--- src/rtl/ahb_burst_master_pkg.sv ---
// Shared AHB definitions and state encoding for the burst master engine.
//   - htrans / hburst / hresp encodings and the fixed word hsize
//   - bus widths and the state enum of ahb_burst_master
package ahb_burst_master_pkg;

    localparam int unsigned ADDR_W = 32;
    localparam int unsigned DATA_W = 32;
    localparam int unsigned LEN_W  = 5;

    typedef enum logic [1:0] {
        HTRANS_IDLE   = 2'b00,
        HTRANS_BUSY   = 2'b01,
        HTRANS_NONSEQ = 2'b10,
        HTRANS_SEQ    = 2'b11
    } htrans_e;

    typedef enum logic [2:0] {
        HBURST_SINGLE = 3'b000,
        HBURST_INCR   = 3'b001,
        HBURST_WRAP4  = 3'b010,
        HBURST_INCR4  = 3'b011,
        HBURST_WRAP8  = 3'b100,
        HBURST_INCR8  = 3'b101,
        HBURST_WRAP16 = 3'b110,
        HBURST_INCR16 = 3'b111
    } hburst_e;

    typedef enum logic [1:0] {
        HRESP_OKAY  = 2'b00,
        HRESP_ERROR = 2'b01,
        HRESP_RETRY = 2'b10,
        HRESP_SPLIT = 2'b11
    } hresp_e;

    localparam logic [2:0] HSIZE_WORD = 3'b010;

    typedef enum logic [1:0] {
        ST_IDLE  = 2'b00,
        ST_REQ   = 2'b01,
        ST_XFER  = 2'b10,
        ST_DRAIN = 2'b11
    } state_e;

endpackage

--- src/rtl/ahb_addr_gen.sv ---
// Next beat address for a word-sized AHB burst.
//   addr        : current address phase address
//   burst       : burst type of the original command (wrap window source)
//   next_addr_c : address of the following beat
//   cross_1k_c  : incrementing next address lands in a new 1 KB page
module ahb_addr_gen
    import ahb_burst_master_pkg::*;
(
    input  logic [ADDR_W-1:0] addr,
    input  logic [2:0]        burst,
    output logic [ADDR_W-1:0] next_addr_c,
    output logic              cross_1k_c
);

    logic [ADDR_W-1:0] incr;
    logic [ADDR_W-1:0] wrap_mask;

    // Wrap bursts keep the upper bits and wrap the low bits inside an n*4-byte window
    always_comb begin
        incr      = addr + ADDR_W'(4);
        wrap_mask = '0;
        case (burst)
            HBURST_WRAP4:  wrap_mask = ADDR_W'(32'h0000_000F);
            HBURST_WRAP8:  wrap_mask = ADDR_W'(32'h0000_001F);
            HBURST_WRAP16: wrap_mask = ADDR_W'(32'h0000_003F);
            default:       wrap_mask = '0;
        endcase
        if (wrap_mask != '0) begin
            next_addr_c = (addr & ~wrap_mask) | (incr & wrap_mask);
            cross_1k_c  = 1'b0;
        end else begin
            next_addr_c = incr;
            cross_1k_c  = (incr[ADDR_W-1:10] != addr[ADDR_W-1:10]);
        end
    end

endmodule

--- src/rtl/ahb_burst_master.sv ---
// Requester-side AHB burst master: one command at a time, bus request,
// NONSEQ/SEQ address phases, data movement, grant loss, ERROR, RETRY, SPLIT.
//   cmd_*           : command handshake (cmd_ready high only when idle)
//   wr_data/wr_pop  : upstream write FIFO head and advance pulse
//   rd_data/rd_valid: read beat output
//   done/err        : end-of-command pulse, err marks ERROR termination
//   hbusreq/hgrant  : arbiter handshake
//   h*              : AHB master drive and slave response
module ahb_burst_master
    import ahb_burst_master_pkg::*;
#(
    parameter int unsigned MAX_BEATS = 16
) (
    input  logic              hclk,
    input  logic              hreset,
    input  logic              cmd_valid,
    output logic              cmd_ready,
    input  logic [ADDR_W-1:0] cmd_addr,
    input  logic              cmd_write,
    input  logic [2:0]        cmd_burst,
    input  logic [LEN_W-1:0]  cmd_len,
    input  logic [DATA_W-1:0] wr_data,
    output logic              wr_pop,
    output logic [DATA_W-1:0] rd_data,
    output logic              rd_valid,
    output logic              done,
    output logic              err,
    output logic              hbusreq,
    input  logic              hgrant,
    input  logic              hready,
    input  logic [1:0]        hresp,
    input  logic [DATA_W-1:0] hrdata,
    output logic [ADDR_W-1:0] haddr,
    output logic [1:0]        htrans,
    output logic              hwrite,
    output logic [2:0]        hburst,
    output logic [2:0]        hsize,
    output logic [DATA_W-1:0] hwdata
);

    state_e            state, state_n;
    logic [LEN_W-1:0]  remaining, remaining_n;   // address phases still to issue
    logic              pending, pending_n;       // data phase outstanding
    logic [ADDR_W-1:0] dp_addr, dp_addr_n;       // address of the outstanding data phase
    logic [LEN_W-1:0]  dp_rem, dp_rem_n;         // remaining count after that beat was issued
    logic [2:0]        burst_q, burst_q_n;       // original burst, drives the address pattern
    logic [ADDR_W-1:0] haddr_n;
    logic [1:0]        htrans_n;
    logic              hwrite_n;
    logic [2:0]        hburst_n;
    logic              hbusreq_n;
    logic [DATA_W-1:0] rd_data_n;
    logic              done_n, err_n, rd_valid_n, wr_pop_n, cmd_ready_n;

    logic [ADDR_W-1:0] next_addr_c;
    logic              cross_1k_c;
    logic              dp_err1_c, dp_err2_c, dp_rty1_c;

    assign hsize  = HSIZE_WORD;
    assign hwdata = wr_data;

    // Beat count of a command; INCR length 0 means 1, capped at MAX_BEATS
    function automatic logic [LEN_W-1:0] beats_of(input logic [2:0] b, input logic [LEN_W-1:0] len);
        case (b)
            HBURST_SINGLE:               beats_of = LEN_W'(1);
            HBURST_WRAP4,  HBURST_INCR4:  beats_of = LEN_W'(4);
            HBURST_WRAP8,  HBURST_INCR8:  beats_of = LEN_W'(8);
            HBURST_WRAP16, HBURST_INCR16: beats_of = LEN_W'(16);
            default: begin
                if (len == '0)                    beats_of = LEN_W'(1);
                else if (32'(len) > MAX_BEATS)    beats_of = LEN_W'(MAX_BEATS);
                else                              beats_of = len;
            end
        endcase
    endfunction

    ahb_addr_gen u_addr_gen (
        .addr        (haddr),
        .burst       (burst_q),
        .next_addr_c (next_addr_c),
        .cross_1k_c  (cross_1k_c)
    );

    // First and second cycles of the two-cycle slave responses
    assign dp_err1_c = pending && !hready && (hresp == HRESP_ERROR);
    assign dp_err2_c = pending &&  hready && (hresp == HRESP_ERROR);
    assign dp_rty1_c = pending && !hready && ((hresp == HRESP_RETRY) || (hresp == HRESP_SPLIT));

    // State and output registers
    always_ff @(posedge hclk) begin
        if (hreset) begin
            state     <= ST_IDLE;
            remaining <= '0;
            pending   <= 1'b0;
            dp_addr   <= '0;
            dp_rem    <= '0;
            burst_q   <= HBURST_SINGLE;
            haddr     <= '0;
            htrans    <= HTRANS_IDLE;
            hwrite    <= 1'b0;
            hburst    <= HBURST_SINGLE;
            hbusreq   <= 1'b0;
            rd_data   <= '0;
            done      <= 1'b0;
            err       <= 1'b0;
            rd_valid  <= 1'b0;
            wr_pop    <= 1'b0;
            cmd_ready <= 1'b1;
        end else begin
            state     <= state_n;
            remaining <= remaining_n;
            pending   <= pending_n;
            dp_addr   <= dp_addr_n;
            dp_rem    <= dp_rem_n;
            burst_q   <= burst_q_n;
            haddr     <= haddr_n;
            htrans    <= htrans_n;
            hwrite    <= hwrite_n;
            hburst    <= hburst_n;
            hbusreq   <= hbusreq_n;
            rd_data   <= rd_data_n;
            done      <= done_n;
            err       <= err_n;
            rd_valid  <= rd_valid_n;
            wr_pop    <= wr_pop_n;
            cmd_ready <= cmd_ready_n;
        end
    end

    // Next-state and next-output logic
    always_comb begin
        state_n     = state;
        remaining_n = remaining;
        pending_n   = pending;
        dp_addr_n   = dp_addr;
        dp_rem_n    = dp_rem;
        burst_q_n   = burst_q;
        haddr_n     = haddr;
        htrans_n    = htrans;
        hwrite_n    = hwrite;
        hburst_n    = hburst;
        hbusreq_n   = hbusreq;
        rd_data_n   = rd_data;
        done_n      = 1'b0;
        err_n       = 1'b0;
        rd_valid_n  = 1'b0;
        wr_pop_n    = 1'b0;

        if (state == ST_IDLE) begin
            // In REQ, haddr holds the address the next NONSEQ will use
            if (cmd_valid && cmd_ready) begin
                haddr_n     = cmd_addr;
                hwrite_n    = cmd_write;
                hburst_n    = cmd_burst;
                burst_q_n   = cmd_burst;
                remaining_n = beats_of(cmd_burst, cmd_len);
                hbusreq_n   = 1'b1;
                pending_n   = 1'b0;
                state_n     = ST_REQ;
            end
        end else if (dp_err1_c) begin
            htrans_n = HTRANS_IDLE;
        end else if (dp_err2_c) begin
            htrans_n  = HTRANS_IDLE;
            pending_n = 1'b0;
            hbusreq_n = 1'b0;
            done_n    = 1'b1;
            err_n     = 1'b1;
            state_n   = ST_IDLE;
        end else if (dp_rty1_c) begin
            // Rewind to the refused beat; it restarts as an undefined-length burst
            htrans_n    = HTRANS_IDLE;
            haddr_n     = dp_addr;
            remaining_n = dp_rem + LEN_W'(1);
            hburst_n    = HBURST_INCR;
            pending_n   = 1'b0;
            hbusreq_n   = 1'b1;
            state_n     = ST_REQ;
        end else if (hready) begin
            if (pending) begin
                pending_n = 1'b0;
                if (hwrite) begin
                    wr_pop_n = 1'b1;
                end else begin
                    rd_valid_n = 1'b1;
                    rd_data_n  = hrdata;
                end
            end
            case (state)
                ST_REQ: begin
                    if (hgrant) begin
                        htrans_n    = HTRANS_NONSEQ;
                        remaining_n = remaining - LEN_W'(1);
                        state_n     = ST_XFER;
                        if ((remaining == LEN_W'(1)) && (hburst != HBURST_INCR)) begin
                            hbusreq_n = 1'b0;
                        end
                    end
                end
                ST_XFER: begin
                    // The driven address phase is accepted on this edge
                    pending_n = 1'b1;
                    dp_addr_n = haddr;
                    dp_rem_n  = remaining;
                    if (remaining == '0) begin
                        htrans_n  = HTRANS_IDLE;
                        hbusreq_n = 1'b0;
                        state_n   = ST_DRAIN;
                    end else if (!hgrant) begin
                        htrans_n = HTRANS_IDLE;
                        haddr_n  = next_addr_c;
                        hburst_n = HBURST_INCR;
                        state_n  = ST_REQ;
                    end else begin
                        haddr_n     = next_addr_c;
                        remaining_n = remaining - LEN_W'(1);
                        if (cross_1k_c) begin
                            htrans_n = HTRANS_NONSEQ;
                            hburst_n = HBURST_INCR;
                        end else begin
                            htrans_n = HTRANS_SEQ;
                        end
                        if ((remaining == LEN_W'(1)) && (hburst_n != HBURST_INCR)) begin
                            hbusreq_n = 1'b0;
                        end
                    end
                end
                ST_DRAIN: begin
                    hbusreq_n = 1'b0;
                    done_n    = 1'b1;
                    state_n   = ST_IDLE;
                end
                default: ;
            endcase
        end

        // The done cycle never accepts a new command
        cmd_ready_n = (state_n == ST_IDLE) && !done_n;
    end

endmodule

--- config.mk ---
export PLATFORM = sky130hd
export DESIGN_NAME = ahb_burst_master
export DESIGN_NICKNAME = d
export VERILOG_FILES = /design/src/rtl/ahb_burst_master_pkg.sv /design/src/rtl/ahb_addr_gen.sv /design/src/rtl/ahb_burst_master.sv
export SDC_FILE = /design/constraint.sdc
export NUM_CORES = 1
export LEC_CHECK = 0
export BUFFER_PORTS_ARGS = -buffer_cell sky130_fd_sc_hd__buf_4
export CAP_MARGIN = 20
export CORE_UTILIZATION = 45
export DETAILED_ROUTE_END_ITERATION = 8
export GPL_TIMING_DRIVEN = 0
export PLACE_DENSITY_LB_ADDON = 0.1
export RECOVER_POWER = 25
export SYNTH_ARGS = -nofsm -noshare
export SYNTH_HDL_FRONTEND = slang
export SYNTH_HIERARCHICAL = 1
export SYNTH_SLANG_ARGS = --single-unit
--- constraint.sdc ---
create_clock -name hclk -period 2.5 [get_ports hclk]
set_clock_uncertainty 0.15 [all_clocks]
set_input_delay 0 -clock hclk [delete_from_list [all_inputs] [get_ports hclk]]
set_output_delay 0 -clock hclk [all_outputs]
set_load 0.005 [all_outputs]
==> impl_metrics.tcl, run 1 <==
set metrics [dict create \
    dieArea_mm2 0.0149 \
    synth_area_per_cell_um2 8.24 \
    cts.clk_slew.worst_paths_ps 60 \
    ys_seq_area_frac 0.383 \
    yosysMostFrequentCell "nand2_1" \
    synth_cells 787 \
    antenna_found_initial 0 \
    synth_cell_type_count 65 \
    crit_family "simple AND/OR/NAND/NOR gates" \
    first_pass_iters 5 \
    setup_viol 0 \
    synth.area.top_cells "dfxtp_1 (38%), nand2_1 (11%), a21oi_1 (6.6%), mux2i_1 (5.6%), buf_4 (4.4%)" \
    cp_data_required_time_ps 2710 \
    critPathLaunchType "flip-flop" \
    synth_ff_type "dfxtp_1" \
    power.density_mw_per_mm2 703 \
    num_antenna_cells 0 \
    seq_area_mm2 0.00248 \
    crit_path_end_kind "flip-flop" \
    h-tree-depth 4 \
    power_leakage_uw 0.00422 \
    stdcell_area_mm2 0.00948 \
    clock-sinks 124 \
    numCtsBuffers 17 \
    grt_pass1_vias 6262 \
    syn2layout_area_growth_pct 46.2 \
    dieHeight_um 122 \
    hold_class "primary input to flip-flop" \
    clkLatencyLatePin_ps 420 \
    gp_congestion 0.855 \
    synth_edf_count 0 \
    netlist_area_mm2 0.00648 \
    crit_type "flip-flop to flip-flop" \
    synth.top_cell.area_share 0.383 \
    tightest_slew_ps 639 \
    status "finished clean" \
    crit_chain "inv_1 > ha_1 > nor4b_4 > nor2_2 > o221ai_4 > nor2_1 > buf_2 > a22o_1" \
    drv_slew 0 \
    worst-endpoint-arrival_ps 2550 \
    peakVddDrop_mv 0.456 \
    finalWorstPathRequiredPeriod_ps 2340 \
    fmax_mhz 427 \
    drt_iter0_markers 537 \
    finalPower_uw 6660 \
    io_pins 223 \
    yosysTopAreaCell "dfxtp_1" \
    crit_fanout 10 \
    max-clock-path-buffers 2 \
    initial_core_util 0.463 \
    vias_per_cell 5.19 \
    rows 43 \
    post_dp_cell_area_mm2 0.00811 \
    synthArstFlopShare 0 \
    crit_buf_inv 2 \
    port_buffers 186 \
    synth-seq-cells 124 \
    cts_tree "done" \
    drive_gt1_frac 0.273 \
    hpwlAfterDp_um 12900 \
    nets 1192 \
    vias 6556 \
    overflow 0 \
    fill_cells 1166 \
    tns_ps 0 \
    final_hold_viol_count 0 \
    multi_input_area_mm2 0.00341 \
    ys_top_cells_by_count "nand2_1 (187), dfxtp_1 (124), a21oi_1 (85)" \
    ys.warnings.count 6 \
    rsz0062_at_grt "false" \
    grt_start_max_net_pins 17 \
    crit_slowest_cell "nor2_1" \
    die_w_um 122 \
    max_cap_viol_count 0 \
    core_mm2 0.0140 \
    wire_per_inst_um 15.1 \
    routed_wl_um 19100 \
    grt_usage 0.262 \
    drc 0 \
    grt_pass1_wl_um 30500 \
    layout_worst_path_cycle_share 0.938 \
    cts-root-buf "clkbuf_16" \
    relSlewSlack 0.574 \
    final_util 0.677 \
    antenna_left 0 \
    slowest_delay_ps 440 \
]
## flip-flops by register name (all words and copies together), names as in the netlist, 2 cells and up
register / cells
burst_q: 3
dp_addr: 32
dp_rem: 5
haddr: 32
hburst: 3
htrans: 2
rd_data: 32
remaining: 5
state: 2
## where the power goes
| part | switching [uW] | total, uW | internal (uW) | leakage, uW |
|---|---|---|---|---|
| registers | 282 | 2430 | 2140 | 0.00101 |
| clock network | 888 | 2520 | 1630 | 0.000297 |
| logic | 798 | 1720 | 919 | 0.00292 |
| total | 1970 | 6660 | 4700 | 0.00422 |
## cell type report
class,instances,share of cell area
Buffer,86,0.0607
Timing Repair Buffer,264,0.228
Inverter,8,0.00317
Clock inverter,8,0.0121
Multi-Input combinational cell,570,0.359
Tap cell,180,0.0238
Sequential cell,124,0.262
Clock buffer,23,0.0504
## layout by cell type, fill, tap and decap left out, drive strengths merged, types with 3 or more instances in the layout
cell type,count
bufinv,3
a21oi,85
xor2,7
clkbuf,102
and3,9
mux2i,36
nand4,16
nor2b,4
nand3,19
buf,194
a22o,32
inv,8
nor3b,5
nor3,9
nand2,187
nand2b,5
clkinv,5
o21ai,42
nor2,26
dlygate4sd3,77
ha,9
and2,3
conb,3
dfxtp,124
xnor2,28
a211oi,5
nand3b,3
## metrics by stage
stage | std cells | setup slack [ps] | hold WS (ps)
finish | 1263 | 155 | 24.1
global route | 1263 | 53.4 | 39.5
CTS | 1262 | 43.6 | 13.3
detailed placement | 1154 | 55.4 | 15.9
global placement | 1154 | 62.3 | 15.3
floorplan | 788 | 467 | -69.2
## tightest hold or removal path, delay by kind of cell
family	cells	cell delay [ps]
AOI/OAI and AO/OA	3	280
buffers and inverters	1	100
and+or+nand+nor	1	180
## layer usage
layer | vias up | track usage | part of all wire
met4 | 0 | 0.111 | 0.021
met1 | 3028 | 0.309 | 0.42
li1 | 3252 | - | -
met2 | 246 | 0.452 | 0.50
met3 | 30 | 0.0609 | 0.061
met5 | - | 0 | 0
## cell families (layout without fill, tap and decap cells)
group / after synthesis / in the layout / synth area share
buf+inv: 94 / 389 / 0.0928
mux: 38 / 38 / 0.0591
simple gates: 296 / 296 / 0.218
xor+xnor: 35 / 35 / 0.0473
compound gates: 189 / 189 / 0.182
fa+ha+maj: 9 / 9 / 0.0174
other cells: 2 / 3 / 0.00116
flops: 124 / 124 / 0.383
## worst paths after layout
path	startpoint	end	slack [ps]	depth (start not counted)
setup / recovery	remaining[0]$_SDFFE_PP0P_	haddr[6]$_SDFFE_PP0P_	160	8
hold / removal	cmd_len[3]	remaining[3]$_SDFFE_PP0P_	20	5
setup reg to reg	remaining[0]$_SDFFE_PP0P_	haddr[6]$_SDFFE_PP0P_	160	8
hold reg to reg	dp_addr[20]$_SDFFE_PP0P_	dp_addr[20]$_SDFFE_PP0P_	300	2
## repair_timing
item | 4_1_cts | 5_1_grt
hold endpoints to repair | 83 | 0
buffers inserted | 0 | 1
setup endpoints to repair | 0 | 29
gates resized for setup | 0 | 8
hold buffers | 77 | 0
Power figures use the tool's default switching activity.
==> inputs of run 2 (changes only) <==
--- a/config.mk
+++ b/config.mk
@@ -9,9 +9,7 @@
 export CAP_MARGIN = 20
 export CORE_UTILIZATION = 45
 export DETAILED_ROUTE_END_ITERATION = 8
-export GPL_TIMING_DRIVEN = 0
 export PLACE_DENSITY_LB_ADDON = 0.1
-export RECOVER_POWER = 25
 export SYNTH_ARGS = -nofsm -noshare
 export SYNTH_HDL_FRONTEND = slang
 export SYNTH_HIERARCHICAL = 1
==> impl_metrics.tcl, run 2 (synthesis results as in run 1) <==
set metrics [dict create \
    max_cap_viol_count 0 \
    numCtsBuffers 17 \
    drv_slew 0 \
    core_mm2 0.0140 \
    h-tree-depth 4 \
    tns_ps 0 \
    cts-root-buf "clkbuf_16" \
    slowest_delay_ps 450 \
    nets 1125 \
    use_met1 0.298 \
    clkLatencyLatePin_ps 410 \
    p_sw_uw 1900 \
    status "finished clean" \
    first_pass_iters 5 \
    post_cts_buffers 0 \
    finalWorstPathRequiredPeriod_ps 2280 \
    vias_per_cell 5.25 \
    fin_cells 1196 \
    gp_congestion 0.844 \
    crit_chain "ha_1 > nand3_1 > nor3_4 > nand4_1 > xnor2_1 > mux2i_1 > o21ai_0 > a22o_1" \
    layout_commonest_cell "nand2_1" \
    dieArea_mm2 0.0149 \
    tightest_slew_ps 618 \
    combPwrFrac 0.251 \
    crit_fanout 9 \
    max-clock-path-buffers 2 \
    rows 43 \
    rsz0062_at_grt "false" \
    num_antenna_cells 0 \
    met3_usage 0.0604 \
    power.density_mw_per_mm2 701 \
    hold_class "primary input to flip-flop" \
    power.internal_uw 4520 \
    overflow 0 \
    initial_core_util 0.463 \
    dieHeight_um 122 \
    grt_pass1_vias 6046 \
    die_w_um 122 \
    fill_cells 1162 \
    fmax_mhz 439 \
    cp_data_required_time_ps 2650 \
    grt_usage 0.247 \
    crit_path_end_kind "flip-flop" \
    crit_buf_inv 0 \
    reg_top3 "dp_addr (32), haddr (32), rd_data (32)" \
    worst-endpoint-arrival_ps 2430 \
    drt_iter0_markers 271 \
    relSlewSlack 0.585 \
    syn2layout_area_growth_pct 41.3 \
    wire_per_inst_um 15.3 \
    antenna_left 0 \
    port_buffers 155 \
    drive_gt1_frac 0.219 \
    power_frac_seq 0.376 \
    clock-sinks 124 \
    crit_type "flip-flop to flip-flop" \
    final_hold_viol_count 0 \
    dp_cells 1054 \
    grt_start_max_net_pins 58 \
    routed_wl_um 18300 \
    power_leakage_uw 0.00399 \
    switching_share 0.296 \
    setup_viol 0 \
    crit_family "simple AND/OR/NAND/NOR gates" \
    final_cell_mix "nand2_1 (187), buf_4 (170), dfxtp_1 (124), dlygate4sd3_1 (111), a21oi_1 (85)" \
    peakVddDrop_mv 0.445 \
    critPathLaunchType "flip-flop" \
    use_met2 0.423 \
    final_util 0.655 \
    layout_worst_path_cycle_share 0.912 \
    hpwlAfterDp_um 11400 \
    crit_slowest_cell "nor3_4" \
    cts.clk_slew.worst_paths_ps 60 \
    io_pins 223 \
    antenna_found_initial 0 \
    busiest_layer "met2" \
    clkPwrFrac 0.373 \
    drc 0 \
    cts_tree "done" \
    vias 6275 \
    grt_pass1_wl_um 29100 \
]
## run 2: changes by cell type in the layout (fill, tap and decap cells not counted), moves of 2 or more
cell | previous run | this run
clkbuf_4 | 52 | 0
dlygate4sd3_1 | 77 | 111
clkbuf_1 | 27 | 1
buf_2 | 21 | 0
buf_4 | 166 | 170
clkbuf_8 | 3 | 7
buf_12 | 5 | 2
clkbuf_2 | 3 | 0
buf_6 | 2 | 0
bufinv_16 | 3 | 1
## run 2: power groups by stage
stage	clock network, uW	logic (uW)	registers, uW
2_1_floorplan	0	1020	2400
3_3_place_gp	0	1430	2440
3_5_place_dp	0	1450	2450
4_1_cts	2450	1610	2410
5_1_grt	2530	1790	2440
6_report	2400	1610	2410
## run 2: metrics by stage
| step | setup WS, ps | hold slack [ps] | area, um^2 | power (uW) |
|---|---|---|---|---|
| 3_3_place_gp | 300 | -150 | 7460 | 3860 |
| 2_1_floorplan | 467 | -69.2 | 6490 | 3420 |
| 5_1_grt | 14.4 | 82.1 | 9160 | 6770 |
| 6_report | 221 | 53.3 | 9160 | 6420 |
| 3_5_place_dp | 238 | -150 | 7460 | 3900 |
| 4_1_cts | 197 | 28.8 | 9160 | 6460 |
## run 2: layout make-up
class                   instances  area, um^2  area share
multi-input cells             570        3410       0.372
flip-flops and latches        124        2480       0.271
repair buffers                283        2430       0.265
clock buffers                  25         526      0.0574
well taps                     180         225      0.0246
clock inverters                 6        57.6     0.00629
inverters                       8        30.0     0.00328
## run 2: final timing paths
kind	start	to	slack, ps	cells after the start
max reg2reg	haddr[2]$_SDFFE_PP0P_	haddr[30]$_SDFFE_PP0P_	220	8
min	hresp[0]	hbusreq$_SDFFE_PP0P_	50	4
max	haddr[2]$_SDFFE_PP0P_	haddr[30]$_SDFFE_PP0P_	220	8
min reg2reg	rd_data[14]$_SDFFE_PP0P_	rd_data[14]$_SDFFE_PP0P_	300	2
## run 2: worst min-delay path: cells and delay by family
| family | cells | cell delay [ps] |
|---|---|---|
| buf+inv | 1 | 100 |
| simple gates | 1 | 190 |
| compound gates | 2 | 270 |
## run 2: routing by layer
metal	wire (um)	vias up
li1	-	3101
met1	8000	2935
met2	9060	213
met3	955	26
met4	285	0
met5	0	-
## run 2: what timing repair did
item | 4_1_cts | 5_1_grt
setup endpoints to repair | 0 | 0
gates resized for setup | 0 | 0
endpoints found under the hold margin | 124 | 0
hold buffers | 111 | 0
